File: config.mk
export PLATFORM = sky130hd
export DESIGN_NAME = core_flow_ctrl_flat
export DESIGN_NICKNAME = d
export VERILOG_FILES = /design/src/rtl/core_flow_ctrl_if.sv /design/src/rtl/core_flow_ctrl.sv /design/src/flat_wrapper.sv
export SDC_FILE = /design/constraint.sdc
export NUM_CORES = 1
export LEC_CHECK = 0
export ABC_AREA = 1
export BUFFER_PORTS_ARGS = -buffer_cell sky130_fd_sc_hd__buf_2
export CAP_MARGIN = 15
export CELL_PAD_IN_SITES_DETAIL_PLACEMENT = 1
export CELL_PAD_IN_SITES_GLOBAL_PLACEMENT = 1
export CORE_MARGIN = 2
export CORE_UTILIZATION = 35
export DETAILED_ROUTE_END_ITERATION = 10
export PLACE_DENSITY = 0.92
export SLEW_MARGIN = 30
export SYNTH_ARGS = -nofsm -noshare
export SYNTH_HDL_FRONTEND = slang
export SYNTH_SLANG_ARGS = --single-unit
export TNS_END_PERCENT = 1
File: constraint.sdc
create_clock -name clk_i -period 2.94 [get_ports clk_i]
set_input_delay 0.294 -clock clk_i [delete_from_list [all_inputs] [get_ports clk_i]]
set_output_delay 0.294 -clock clk_i [all_outputs]
set_load 0.01 [all_outputs]
File: src/rtl/core_flow_ctrl_if.sv
// Request/command bundle between the flow controller and the EX unit, bus
// interfaces, interrupt source and PC generator.
interface core_flow_ctrl_if #(
    parameter int DW = 32
);
    logic          soft_reset_req_i;
    logic          ex_jump_req_i;
    logic [DW-1:0] ex_jump_addr_i;
    logic          irq_req_i;
    logic          ifu_stall_i;
    logic          lsu_stall_i;
    logic          pc_reset_o;
    logic          pc_hold_o;
    logic          pc_jump_o;
    logic [DW-1:0] pc_jump_addr_o;
    logic          hold_if_id_o;
    logic          hold_id_ex_o;
    logic          flush_if_id_o;
    logic          flush_id_ex_o;
    logic          irq_ack_o;

    modport master (
        output soft_reset_req_i, ex_jump_req_i, ex_jump_addr_i, irq_req_i,
               ifu_stall_i, lsu_stall_i,
        input  pc_reset_o, pc_hold_o, pc_jump_o, pc_jump_addr_o, hold_if_id_o,
               hold_id_ex_o, flush_if_id_o, flush_id_ex_o, irq_ack_o
    );

    modport slave (
        input  soft_reset_req_i, ex_jump_req_i, ex_jump_addr_i, irq_req_i,
               ifu_stall_i, lsu_stall_i,
        output pc_reset_o, pc_hold_o, pc_jump_o, pc_jump_addr_o, hold_if_id_o,
               hold_id_ex_o, flush_if_id_o, flush_id_ex_o, irq_ack_o
    );
endinterface

File: src/rtl/core_flow_ctrl.sv
// Pipeline flow controller: arbitrates reset, EX jumps, interrupts and bus
// stalls into one PC command plus per-stage hold/flush strobes.
module core_flow_ctrl #(
    parameter int          DW           = 32,
    parameter int          RESET_CYCLES = 4,
    parameter int          DRAIN_CYCLES = 2,
    parameter logic [31:0] IRQ_VEC      = 32'h0000_0100
) (
    input logic              clk_i,
    input logic              rst_i,
    core_flow_ctrl_if.slave  bus
);
    localparam int CMAX = (RESET_CYCLES > DRAIN_CYCLES) ? RESET_CYCLES : DRAIN_CYCLES;
    localparam int CW   = (CMAX > 1) ? $clog2(CMAX) : 1;

    typedef enum logic [1:0] {RST, RUN, PEND_JUMP, IRQ_DRAIN} state_t;

    state_t        state, state_n;
    logic [CW-1:0] cnt, cnt_n;
    logic [DW-1:0] pend_addr, pend_addr_n;
    logic          stall;

    assign stall = bus.ifu_stall_i | bus.lsu_stall_i;

    always_ff @(posedge clk_i) begin
        if (rst_i) begin
            state     <= RST;
            cnt       <= CW'(RESET_CYCLES - 1);
            pend_addr <= '0;
        end else begin
            state     <= state_n;
            cnt       <= cnt_n;
            pend_addr <= pend_addr_n;
        end
    end

    always_comb begin
        state_n             = state;
        cnt_n               = cnt;
        pend_addr_n         = pend_addr;
        bus.pc_reset_o      = 1'b0;
        bus.pc_hold_o       = 1'b0;
        bus.pc_jump_o       = 1'b0;
        bus.pc_jump_addr_o  = '0;
        bus.hold_if_id_o    = 1'b0;
        bus.hold_id_ex_o    = 1'b0;
        bus.flush_if_id_o   = 1'b0;
        bus.flush_id_ex_o   = 1'b0;
        bus.irq_ack_o       = 1'b0;

        if (bus.soft_reset_req_i) begin
            // Soft reset overrides whatever the current state would issue.
            bus.pc_reset_o    = 1'b1;
            bus.flush_if_id_o = 1'b1;
            bus.flush_id_ex_o = 1'b1;
            state_n           = RST;
            cnt_n             = CW'(RESET_CYCLES - 1);
            pend_addr_n       = '0;
        end else begin
            unique case (state)
                RST: begin
                    bus.pc_reset_o    = 1'b1;
                    bus.flush_if_id_o = 1'b1;
                    bus.flush_id_ex_o = 1'b1;
                    if (cnt == '0) state_n = RUN;
                    else           cnt_n   = cnt - CW'(1);
                end
                RUN, IRQ_DRAIN: begin
                    if (bus.ex_jump_req_i && !stall) begin
                        // Also aborts a drain; a still-pending irq is retaken later.
                        bus.pc_jump_o      = 1'b1;
                        bus.pc_jump_addr_o = bus.ex_jump_addr_i;
                        bus.flush_if_id_o  = 1'b1;
                        bus.flush_id_ex_o  = 1'b1;
                        state_n            = RUN;
                    end else if (bus.ex_jump_req_i) begin
                        bus.pc_hold_o    = 1'b1;
                        bus.hold_if_id_o = 1'b1;
                        bus.hold_id_ex_o = 1'b1;
                        pend_addr_n      = bus.ex_jump_addr_i;
                        state_n          = PEND_JUMP;
                    end else if (stall) begin
                        bus.pc_hold_o    = 1'b1;
                        bus.hold_if_id_o = 1'b1;
                        bus.hold_id_ex_o = 1'b1;
                    end else if (state == RUN) begin
                        if (bus.irq_req_i) begin
                            bus.pc_hold_o     = 1'b1;
                            bus.hold_if_id_o  = 1'b1;
                            bus.flush_id_ex_o = 1'b1;
                            cnt_n             = CW'(DRAIN_CYCLES - 1);
                            state_n           = IRQ_DRAIN;
                        end
                    end else if (cnt == '0) begin
                        bus.pc_jump_o      = 1'b1;
                        bus.pc_jump_addr_o = DW'(IRQ_VEC);
                        bus.irq_ack_o      = 1'b1;
                        bus.flush_if_id_o  = 1'b1;
                        bus.flush_id_ex_o  = 1'b1;
                        state_n            = RUN;
                    end else begin
                        bus.pc_hold_o     = 1'b1;
                        bus.hold_if_id_o  = 1'b1;
                        bus.flush_id_ex_o = 1'b1;
                        cnt_n             = cnt - CW'(1);
                    end
                end
                PEND_JUMP: begin
                    // First latched target wins; later EX jumps are ignored.
                    if (stall) begin
                        bus.pc_hold_o    = 1'b1;
                        bus.hold_if_id_o = 1'b1;
                        bus.hold_id_ex_o = 1'b1;
                    end else begin
                        bus.pc_jump_o      = 1'b1;
                        bus.pc_jump_addr_o = pend_addr;
                        bus.flush_if_id_o  = 1'b1;
                        bus.flush_id_ex_o  = 1'b1;
                        state_n            = RUN;
                    end
                end
                default: state_n = RST;
            endcase
        end
    end
endmodule

File: src/flat_wrapper.sv
// flat-port wrapper written by rule: the top's interface ports become plain ports
module core_flow_ctrl_flat 
#(
    parameter int          DW           = 32,
    parameter int          RESET_CYCLES = 4,
    parameter int          DRAIN_CYCLES = 2,
    parameter logic [31:0] IRQ_VEC      = 32'h0000_0100
)
  (clk_i, rst_i, bus_soft_reset_req_i, bus_ex_jump_req_i, bus_ex_jump_addr_i, bus_irq_req_i, bus_ifu_stall_i, bus_lsu_stall_i, bus_pc_reset_o, bus_pc_hold_o, bus_pc_jump_o, bus_pc_jump_addr_o, bus_hold_if_id_o, bus_hold_id_ex_o, bus_flush_if_id_o, bus_flush_id_ex_o, bus_irq_ack_o);
  core_flow_ctrl_if #(.DW(DW)) bus_i ();
  input logic clk_i;
  input logic rst_i;
  input wire logic [$bits(bus_i.soft_reset_req_i)-1:0] bus_soft_reset_req_i;
  input wire logic [$bits(bus_i.ex_jump_req_i)-1:0] bus_ex_jump_req_i;
  input wire logic [$bits(bus_i.ex_jump_addr_i)-1:0] bus_ex_jump_addr_i;
  input wire logic [$bits(bus_i.irq_req_i)-1:0] bus_irq_req_i;
  input wire logic [$bits(bus_i.ifu_stall_i)-1:0] bus_ifu_stall_i;
  input wire logic [$bits(bus_i.lsu_stall_i)-1:0] bus_lsu_stall_i;
  output wire logic [$bits(bus_i.pc_reset_o)-1:0] bus_pc_reset_o;
  output wire logic [$bits(bus_i.pc_hold_o)-1:0] bus_pc_hold_o;
  output wire logic [$bits(bus_i.pc_jump_o)-1:0] bus_pc_jump_o;
  output wire logic [$bits(bus_i.pc_jump_addr_o)-1:0] bus_pc_jump_addr_o;
  output wire logic [$bits(bus_i.hold_if_id_o)-1:0] bus_hold_if_id_o;
  output wire logic [$bits(bus_i.hold_id_ex_o)-1:0] bus_hold_id_ex_o;
  output wire logic [$bits(bus_i.flush_if_id_o)-1:0] bus_flush_if_id_o;
  output wire logic [$bits(bus_i.flush_id_ex_o)-1:0] bus_flush_id_ex_o;
  output wire logic [$bits(bus_i.irq_ack_o)-1:0] bus_irq_ack_o;
  assign bus_i.soft_reset_req_i = bus_soft_reset_req_i;
  assign bus_i.ex_jump_req_i = bus_ex_jump_req_i;
  assign bus_i.ex_jump_addr_i = bus_ex_jump_addr_i;
  assign bus_i.irq_req_i = bus_irq_req_i;
  assign bus_i.ifu_stall_i = bus_ifu_stall_i;
  assign bus_i.lsu_stall_i = bus_lsu_stall_i;
  assign bus_pc_reset_o = bus_i.pc_reset_o;
  assign bus_pc_hold_o = bus_i.pc_hold_o;
  assign bus_pc_jump_o = bus_i.pc_jump_o;
  assign bus_pc_jump_addr_o = bus_i.pc_jump_addr_o;
  assign bus_hold_if_id_o = bus_i.hold_if_id_o;
  assign bus_hold_id_ex_o = bus_i.hold_id_ex_o;
  assign bus_flush_if_id_o = bus_i.flush_if_id_o;
  assign bus_flush_id_ex_o = bus_i.flush_id_ex_o;
  assign bus_irq_ack_o = bus_i.irq_ack_o;
  core_flow_ctrl #(.DW(DW), .RESET_CYCLES(RESET_CYCLES), .DRAIN_CYCLES(DRAIN_CYCLES), .IRQ_VEC(IRQ_VEC)) u_core (.clk_i(clk_i), .rst_i(rst_i), .bus(bus_i));
endmodule
== Word-level counts from Yosys, hierarchy flattened ==
Index checks and enable logic that the tools add are counted.

* Register bits after elaboration: 36
* Input port bits: 39
* Output and inout bits: 40
* Word-level logic and storage cells: 83

* Add/sub/neg operators: 1
* Eq/ne operators: 10
* Multiplexer cells: 57
* Bitwise gates (word level): 2
* Reduce and logical (&&, ||, !) cells: 10

{| class="wikitable"
|+ Operators by type and width
! kind !! number
|-
| 32-bit 2-to-1 mux || 6
|-
| 32-bit case mux with 2 select lines || 1
|-
| 1-bit 2-to-1 mux || 29
|-
| 2-bit 2-to-1 mux || 13
|-
| 9-bit 2-to-1 mux || 1
|-
| 2-bit != test (second input constant) || 4
|-
| 1-bit case mux with 2 select lines || 3
|-
| 1-bit case mux with 3 select lines || 2
|-
| 2-bit case mux with 3 select lines || 1
|-
| 3-bit AND reduction || 2
|-
| 5-bit by 4-bit != test with 1-bit output (second input constant) || 1
|-
| 5-bit AND reduction || 1
|-
| 2-bit == test (second input constant) || 2
|-
| 2-bit logical NOT || 2
|-
| 4-bit != test (second input constant) || 1
|-
| 2-bit case mux with 2 select lines || 1
|-
| 2-bit OR reduction || 2
|-
| 3-bit != test (second input constant) || 1
|-
| 2-bit by 1-bit == test with 1-bit output (second input constant) || 1
|-
| 2-bit nonzero test || 1
|-
| 2-bit by 1-bit subtractor with 2-bit output (second input constant) || 1
|-
| 1-bit logical AND || 1
|-
| 1-bit logical NOT || 1
|-
| 1-bit inverter || 1
|-
| 1-bit OR || 1
|}

== Logic depth before layout (Yosys ltp) ==
* Depth after elaboration: 8
* Mapped depth: 7
* Gate-level depth less buffers: 7

== Worst setup path before layout ==
No wires, ideal clock.

* Path kind: reg-to-output
* Start: register u_core.state[1]
* End: output bus_pc_hold_o
* Arrival: 1.153 ns
* Required time: 2.646 ns
* Path slack: 1.493 ns
* Cell stages (with the launch flop): 7
* Path buffers: 1
* Cell sequence: dfxtp_1 > inv_1 > nand2_1 > or2_1 > nand3_1 > a21oi_1 > buf_4

* Word-level cells in the longest chain between the ends: 7
* Elaborated cells between the ends (all ways): 10

{| class="wikitable"
|+ RTL lines
! element !! line !! text
|-
| start, declared || core_flow_ctrl.sv:18 || <nowiki>state_t state, state_n;</nowiki>
|-
| start signal, assigned || core_flow_ctrl.sv:31 || <nowiki>state <= state_n;</nowiki>
|-
| 2-bit by 1-bit == test with 1-bit output || n/a ||
|-
| 1-bit 2-to-1 mux (4 in series) || n/a ||
|-
| 1-bit case mux with 2 select lines * || n/a ||
|-
| 1-bit 2-to-1 mux * || n/a ||
|-
| end, declared || flat_wrapper.sv:20 || <nowiki>output wire logic [$bits(bus_i.pc_hold_o)-1:0] bus_pc_hold_o;</nowiki>
|}

Mark *: on every way between the ends. The rest lies on a longest branch, timed or not.

== Worst setup path in the final report ==
* Start: register u_core.state[0]
* End: output bus_pc_jump_o

* Word-level cells in the longest chain between the ends: 7
* Elaborated cells between the ends (all ways): 10

{| class="wikitable"
|+ RTL lines
! element !! line !! text
|-
| 2-bit by 1-bit == test with 1-bit output || core_flow_ctrl.sv:60, core_flow_ctrl.sv:86 ||
|-
| 1-bit 2-to-1 mux || core_flow_ctrl.sv:86 || <nowiki>end else if (state == RUN) begin</nowiki>
|-
| 1-bit 2-to-1 mux || core_flow_ctrl.sv:82 || <nowiki>end else if (stall) begin</nowiki>
|-
| 1-bit 2-to-1 mux || core_flow_ctrl.sv:76 || <nowiki>end else if (bus.ex_jump_req_i) begin</nowiki>
|-
| 1-bit 2-to-1 mux || core_flow_ctrl.sv:69 || <nowiki>if (bus.ex_jump_req_i && !stall) begin</nowiki>
|-
| 1-bit case mux with 2 select lines * || core_flow_ctrl.sv:60 || <nowiki>unique case (state)</nowiki>
|-
| 1-bit 2-to-1 mux * || core_flow_ctrl.sv:51 || <nowiki>if (bus.soft_reset_req_i) begin</nowiki>
|-
| end, declared || flat_wrapper.sv:21 || <nowiki>output wire logic [$bits(bus_i.pc_jump_o)-1:0] bus_pc_jump_o;</nowiki>
|}

Marks and branches as above.

==> metrics.csv <==
stage,metric,value,unit
setup_path,cp_cell_sequence,inv_2 > nand2_2 > nor2_4 > inv_1 > a21oi_1 > buf_2,
setup_path,cp_data_arrival_time,1.97,ns
cells_and_area,post_route_cells_drive_above_1_share,25.9,%
clock_tree,htreeDepth,2,
routing,vias,2206,
sta,holdWs,0.248,ns
setup_path,critical_path_class,reg2out,
power_and_ir_drop,p_per_area,383,nW/um^2
clock_tree,cts_hold_buf,0,
cells_and_area,final_area,2390,sq um
power_and_ir_drop,finalPower,914,uW
setup_path,worst_path_max_delay_cell,nor2_4,
worst_hold_path,holdPathStages,3,
global_routing,grt_usage,19.8,%
floorplanning,die_h,78.9,microns
floorplanning,rows,27,
placed_design,place_congestion,0.848,
power_and_ir_drop,p_leak,0.00106,uW
floorplanning,core,5470,sq um
placed_design,port_buffers,78,
sta,setup_tns,0,ns
sta,worstMarginPinSlew,0.715,ns
cells_and_area,layout.cells.non_filler,446,
clock_tree,post_cts_buffers,0,
synth,netlist_instances,306,
clock_tree,clk_pin_slew,0.07,ns
sta,hold_violations,0,
setup_path,crit_family,simple AND/OR/NAND/NOR gates,
setup_path,cp.buffers_inverters,3,
sta,slew_violations,0,
setup_path,r2r_cells,5,
worst_hold_path,hold_path.class,in2reg,
cells_and_area,nets,412,
synth,syn-mean-instance-area,6.42,sq um
sta,setup_viol,0,
sta,fin_crit_sh,77.1,%
placed_design,place_hpwl,4220,microns
clock_tree,ctsLongestPathBuffers,2,
clock_tree,cts_buffers,5,
synth,synth-seq-cells,36,
global_routing,grt_max_degree,37,
global_routing,grt_first_pass_wirelength,9930,microns
cells_and_area,area_delta_synth_final,21.5,%
sta,fin_skew,0.00223,ns
synth,synth_nets,345,
power_and_ir_drop,peakVddDrop,0.000149,V
clock_tree,cts_tree,yes,
sta,max_freq,441,MHz
synth,yosysSeqAreaShare,36.7,%
floorplanning,io_pins,79,
synth,netlist_area,1970,sq um
routing,ant_nets,0,
routing,avgViaCountPerCell,4.95,
placed_design,dp.cells,438,
routing,drc_errors,0,
sta,rsz0062_at_grt,no,
routing,wl_per_cell,13.2,microns
floorplanning,die_w,78.9,microns
clock_tree,clk_latency,0.29,ns
placed_design,post_dp_cell_area,2300,sq um
routing,firstDrtPassIters,4,
sta,slew_headroom,52.2,%
global_routing,overflow,0,
setup_path,crit_cells,6,
setup_path,cp_slowest_stage_delay,0.58,ns
synth,yosys_warnings,0,
setup_path,path_max_fanout,33,
floorplanning,dieArea,6230,sq um
synth,synth_cell_types,20,
floorplanning,start_util,35.9,%
setup_path,cp.required,2.65,ns
global_routing,antenna_found_initial,0,
cells_and_area,final_cell_mix,"nand2_1 (80), buf_2 (78), nor2_1 (73)",
flow_run,cap_violations,0,
clock_tree,cts.sinks,36,
clock_tree,cts_root_buf,clkbuf_8,
sta,min_period,2.27,ns
setup_path,start_kind,register,
cells_and_area,mostFrequentLayoutCell,nand2_1,
setup_path,crit_path_end_kind,primary output,
cells_and_area,n_antenna_cell,0,
routing,postRouteWirelength,5900,microns
cells_and_area,fill_cells,803,
global_routing,grt_pass1_vias,2216,
routing,drtIter0Drc,143,
clock_tree,cts-resized-gates,0,
outcome,outcome,"finished, final reports clean",
[flip-flops by register name, indices dropped and copies added, names as in the netlist]
signal and flops:
u_core.pend_addr 32, u_core.cnt 2, u_core.state 2
[area by class of cell]
type | instances | area [sq um] | area share, %
timing repair buffer | 79 | 398 | 16.7
clock buffer | 8 | 90.1 | 3.77
sequential | 36 | 721 | 30.2
tap | 72 | 90.1 | 3.77
multi-input combinational | 242 | 1050 | 44.2
inverter | 9 | 33.8 | 1.42
[worst min-delay path, delay by kind of cell]
family,cells,cell delay [ns]
buffers and inverters,1,0.09
and+or+nand+nor,2,0.12
[per-stage QoR]
stage | worst slack [ns] | util [%]
3_3_place_gp | 1.01 | 42.0
3_5_place_dp | 0.956 | 42.0
6_report | 0.674 | 43.6
4_1_cts | 0.660 | 43.6
5_1_grt | 0.493 | 43.6
2_1_floorplan | 1.49 | -
[final timing paths]
path / from / endpoint / slack [ns]
max: u_core.state[0] / bus_pc_jump_o / 0.67
min: bus_ex_jump_addr_i[30] / u_core.pend_addr[30] / 0.25
max reg2reg: u_core.state[0] / u_core.pend_addr[28] / 1.08
min reg2reg: u_core.cnt[1] / u_core.cnt[1] / 0.47
[kinds of logic after synthesis]
family | Yosys count | synth area share [%]
AOI/OAI and AO/OA | 69 | 17.6
DFF | 36 | 36.7
and+or+nand+nor | 173 | 36.1
buffers and inverters | 28 | 9.68
[routing by layer]
metal | share of wire [%] | up-vias | track usage, %
li1 | - | 1105 | -
met1 | 45 | 1033 | 24.3
met2 | 49 | 62 | 35.3
met3 | 5.0 | 6 | 3.64
met4 | 1.2 | 0 | 6.21
met5 | 0 | - | 0
[synth_stat cells]
cell type	count	area [sq um]
inv_1	7	26.3
nor2_2	1	6.26
nand4_1	1	6.26
or2_1	1	6.26
buf_2	7	35.0
o21ai_0	29	145
inv_2	2	7.51
clkbuf_4	1	7.51
buf_4	1	7.51
buf_6	9	101
nor3_1	1	5.00
o21ai_1	6	30.0
nor2_4	4	45.0
nand2_1	80	300
dfxtp_1	36	721
nor2_1	73	274
nand2_2	5	31.3
a21oi_1	34	170
clkbuf_2	1	5.00
nand3_1	7	35.0
[where the power goes]
| part | total, uW | switching, uW | internal, uW | leakage [uW] |
|---|---|---|---|---|
| logic | 61.3 | 35.8 | 25.4 | 0.000723 |
| clock network | 362 | 171 | 191 | 0.0000455 |
| registers | 491 | 1.50 | 489 | 0.000290 |
No activity file was read; power rests on OpenSTA's default activity.
